===== config.mk =====
export PLATFORM = sky130hd
export DESIGN_NAME = c_fsm
export DESIGN_NICKNAME = d
export VERILOG_FILES = /design/src/rtl/c_fsm_pkg.sv /design/src/rtl/c_fsm.sv
export SDC_FILE = /design/constraint.sdc
export NUM_CORES = 1
export LEC_CHECK = 0
export ABC_AREA = 1
export CORE_AREA = 3 3 40 42
export DETAILED_ROUTE_END_ITERATION = 10
export DIE_AREA = 0 0 43 45
export HOLD_SLACK_MARGIN = 0.08
export PLACE_DENSITY = 0.3
export SYNTH_ARGS = -nofsm -noshare
export SYNTH_HDL_FRONTEND = slang
export SYNTH_SLANG_ARGS = --single-unit

===== constraint.sdc =====
create_clock -name clk -period 0.8 [get_ports clk]
set_input_delay 0.12 -clock clk [delete_from_list [all_inputs] [get_ports clk]]
set_output_delay 0.12 -clock clk [all_outputs]
set_load 0.01 [all_outputs]

===== src/rtl/c_fsm_pkg.sv =====
// c_fsm_pkg: state encodings and reset state shared by the c_fsm Mealy machine.
package c_fsm_pkg;
   typedef enum logic [2:0] {
      A = 3'b000,
      B = 3'b001,
      C = 3'b010,
      D = 3'b011,
      E = 3'b100
   } state_t;
   localparam state_t RESET_STATE = B;
endpackage


===== src/rtl/c_fsm.sv =====
// c_fsm: five-state Mealy machine; y_out is combinational in (state, x_in).
module c_fsm
   import c_fsm_pkg::*;
(
   output logic y_out,
   input  logic x_in,
   input  logic clk,
   input  logic reset
);
   logic [2:0] r_state;
   logic [2:0] w_next;
   always_ff @(posedge clk)
      r_state <= reset ? RESET_STATE : w_next;
   // Illegal encodings fall through to the defaults: y_out=0, recover to B.
   always_comb begin
      w_next = RESET_STATE;
      y_out  = 1'b0;
      case (r_state)
         A:       begin w_next = x_in ? E : B; y_out = x_in;  end
         B:       begin w_next = x_in ? E : B; y_out = x_in;  end
         C:       begin w_next = x_in ? A : D; y_out = x_in;  end
         D:       begin w_next = x_in ? C : E; y_out = 1'b1;  end
         E:       begin w_next = x_in ? D : A; y_out = ~x_in; end
         default: ;
      endcase
   end
endmodule


==> key figures <==
Synthesis
  – Yosys warns: 0
  – Asr flop ratio synth: 0
  – Synthesized area per cell: about 6.4 sq um
  – Cell Area, Synth: roughly 170 sq um
  – Most common cell in the netlist: nand2_1
  – Post-synth EDFFs: 0
  – Synthesized flop and latch total: 3
  – Largest cells by area after synthesis: dfxtp_1 (36%), nand2_1 (18%), inv_1 (6.8%), nor2_1 (6.8%), nand3_1 (6.0%)
  – Synth top cells by count: nand2_1 (8), dfxtp_1 (3), inv_1 (3), nor2_1 (3)
  – Post-synth top flop: dfxtp_1
  – Top cell type's share of synthesized area: 0.361
  – Post-synthesis sequential area ratio: 0.361
  – Syn nets: 29
  – Syn Inst Count: 26
  – Yosys cell types: 11
  – Synth area leader: dfxtp_1

Drt
  – Vias/cell: slightly below 4
  – Post-route antenna net violation count: 0
  – # DRC: 0
  – Initial DRT Pass Iterations: 2
  – Detailed-route via count: approximately 220
  – Initial DRC count: 1
  – Total Routed Length: 412 um
  – Average wire per cell in the routed design: about 7.4 um

Power and ir drop
  – Switch share: 0.247
  – Gate power share: 0.200
  – Sequential power share: 0.317
  – VDD IR max: slightly above 600 uV
  – Power per standard cell area: ~1800 nW/um^2
  – Static leakage: about 0.16 nW
  – Power Internal: between 0.4 and 0.5 mW
  – Clock power share: 0.483
  – Psw: between 0.1 and 0.15 mW
  – Pwr Total: 0.544 mW

Clock tree
  – Clk slew on worst S/H paths: 40 ps
  – H-tree levels: 1
  – Root buf cell: clkbuf_4
  – Post-cts hold buffer count: 0
  – Clk Latency, worst-skew pair: 230 ps
  – Num CTS Buffers: 3
  – CTS Buffer Depth: 2
  – TritonCTS Sinks: 3
  – TritonCTS clock tree: built

Run status
  – Status: complete, but fails checks
  – Failing checks: negative setup slack

GRT
  – Largest net degree at the start of global routing: 5
  – Tot GR Track Use: 0.0607
  – GR Overflow Total: 0
  – Vias in the first global route: 224
  – First-pass GRT wire length: 855 um
  – Initial antenna violation count: 0

Floorplan
  – Die Y: around 45 um
  – Site Rows: 13
  – Initial Util: 0.130
  – Die Wd: 43 um
  – Die area: between 1500 and 2000 sq um
  – Placeable Area: around 1300 sq um
  – # IOs: 4

STA
  – Fin crit period: 1100 ps
  – RSZ-0062 raised after global routing: true
  – Final Hold Fails: 0
  – Worst-Margin Slew: 171 ps
  – Fin crit share: 1.38
  – Hold slack: approximately 380 ps
  – Setup TNS Final: -469 ps
  – Highest clock rate: about 910 MHz
  – Slew HR: 0.886
  – Post-route setup slack: -302 ps
  – Final Slew Violations: 0
  – Clock skew: 3.99 ps
  – Setup violators final: 3

Final layout
  – Share of cells above drive strength 1: 0.512
  – Finished Cell Area: approximately 310 sq um
  – ANT cells: 0
  – Area Growth Syn to Fin: 85.0%
  – Post-layout utilization of the core: 0.240
  – Max reg flops: 3
  – Nets: 45
  – Biggest regs: r_state (3)
  – Largest Register: r_state
  – Finished Layout Cells: 56

Placed design
  – GPL Wtd Cong: a little over 0.7
  – Placed Cells: 50
  – Placed cell areas: 262 sq um
  – IO Port Bufs: 3
  – Hpwl dp: a little over 300 um
  – Pre-CTS worst setup slack: -789 ps

Worst setup path
  – Kind of start point of the critical path: flip-flop
  – Critical path required time: slightly below 700 ps
  – Reg2reg start: r_state[0]
  – CP endpoint kind: output pin
  – Critical setup path kind: flip-flop to output pin
  – Crit-path max FO: 4
  – Critical path origin: r_state[0]
  – Crit path DAT: just under 1000 ps

Worst hold path
  – Hold Startpoint: x_in
  – Worst Hold Class: input port to flip-flop

Flow run
  – Max-cap viol count: 0
[cell usage in the layout (no fill, tap or decap)]
cell	Yosys	layout
inv_2	2	2
a21oi_1	1	1
buf_6	0	1
inv_1	3	3
nand2_2	0	1
nand4_1	1	1
clkbuf_4	0	3
clkbuf_1	0	1
nor2_2	1	1
nand2_1	8	7
dlygate4sd2_1	0	1
nor2_1	3	3
dfxtp_2	0	2
dfxtp_4	0	1
buf_2	0	1
buf_4	0	7
nand3_2	1	1
clkdlybuf4s50_1	0	1
nand3_1	2	2
o21ai_2	1	1
[cells by family after synthesis]
family	after synthesis	synth area share
simple gates	16	0.444
compound gates	2	0.0827
buf+inv	5	0.113
flops	3	0.361
[metal layers]
metal,vias to the layer above,wire (um),GRT usage
met5,-,0,0
met4,0,0,0.0361
met3,0,25,0.0398
met2,3,204,0.0928
met1,101,182,0.0625
li1,112,-,-
[critical path, stage by stage, from the launching register on]
cell	delay, ps
dfxtp_2	330
o21ai_2	150
nand2_1	70
nor2_2	70
buf_2	130
[final timing paths]
check,end,slack [ps],cells after the start
max,y_out,-300,4
min,r_state[2],380,4
max reg2reg,r_state[0],-90,4
min reg2reg,r_state[2],520,2
[power by group through the flow]
stage               combinational [mW]  sequential (mW)  clock [mW]
finish                           0.109            0.173       0.263
global route                     0.122            0.173       0.298
CTS                              0.110            0.174       0.277
detailed placement               0.103            0.173           0
global placement                 0.104            0.175           0
floorplan                       0.0460            0.172           0
[final cells by class]
| class | count | area, sq um |
|---|---|---|
| fillers | 152 | 977 |
| multi-input cells | 18 | 90.1 |
| repair buffers | 11 | 87.6 |
| flip-flops and latches | 3 | 66.3 |
| clock buffers | 4 | 26.3 |
| inverters | 5 | 18.8 |
| well taps | 15 | 18.8 |
[repair_timing]
item	in CTS	in global routing
buffers inserted	2	0
gates resized for setup	9	1
pin swaps	1	0
endpoints found under the setup margin	4	4
Note: power is estimated with default switching activity, not from simulation.
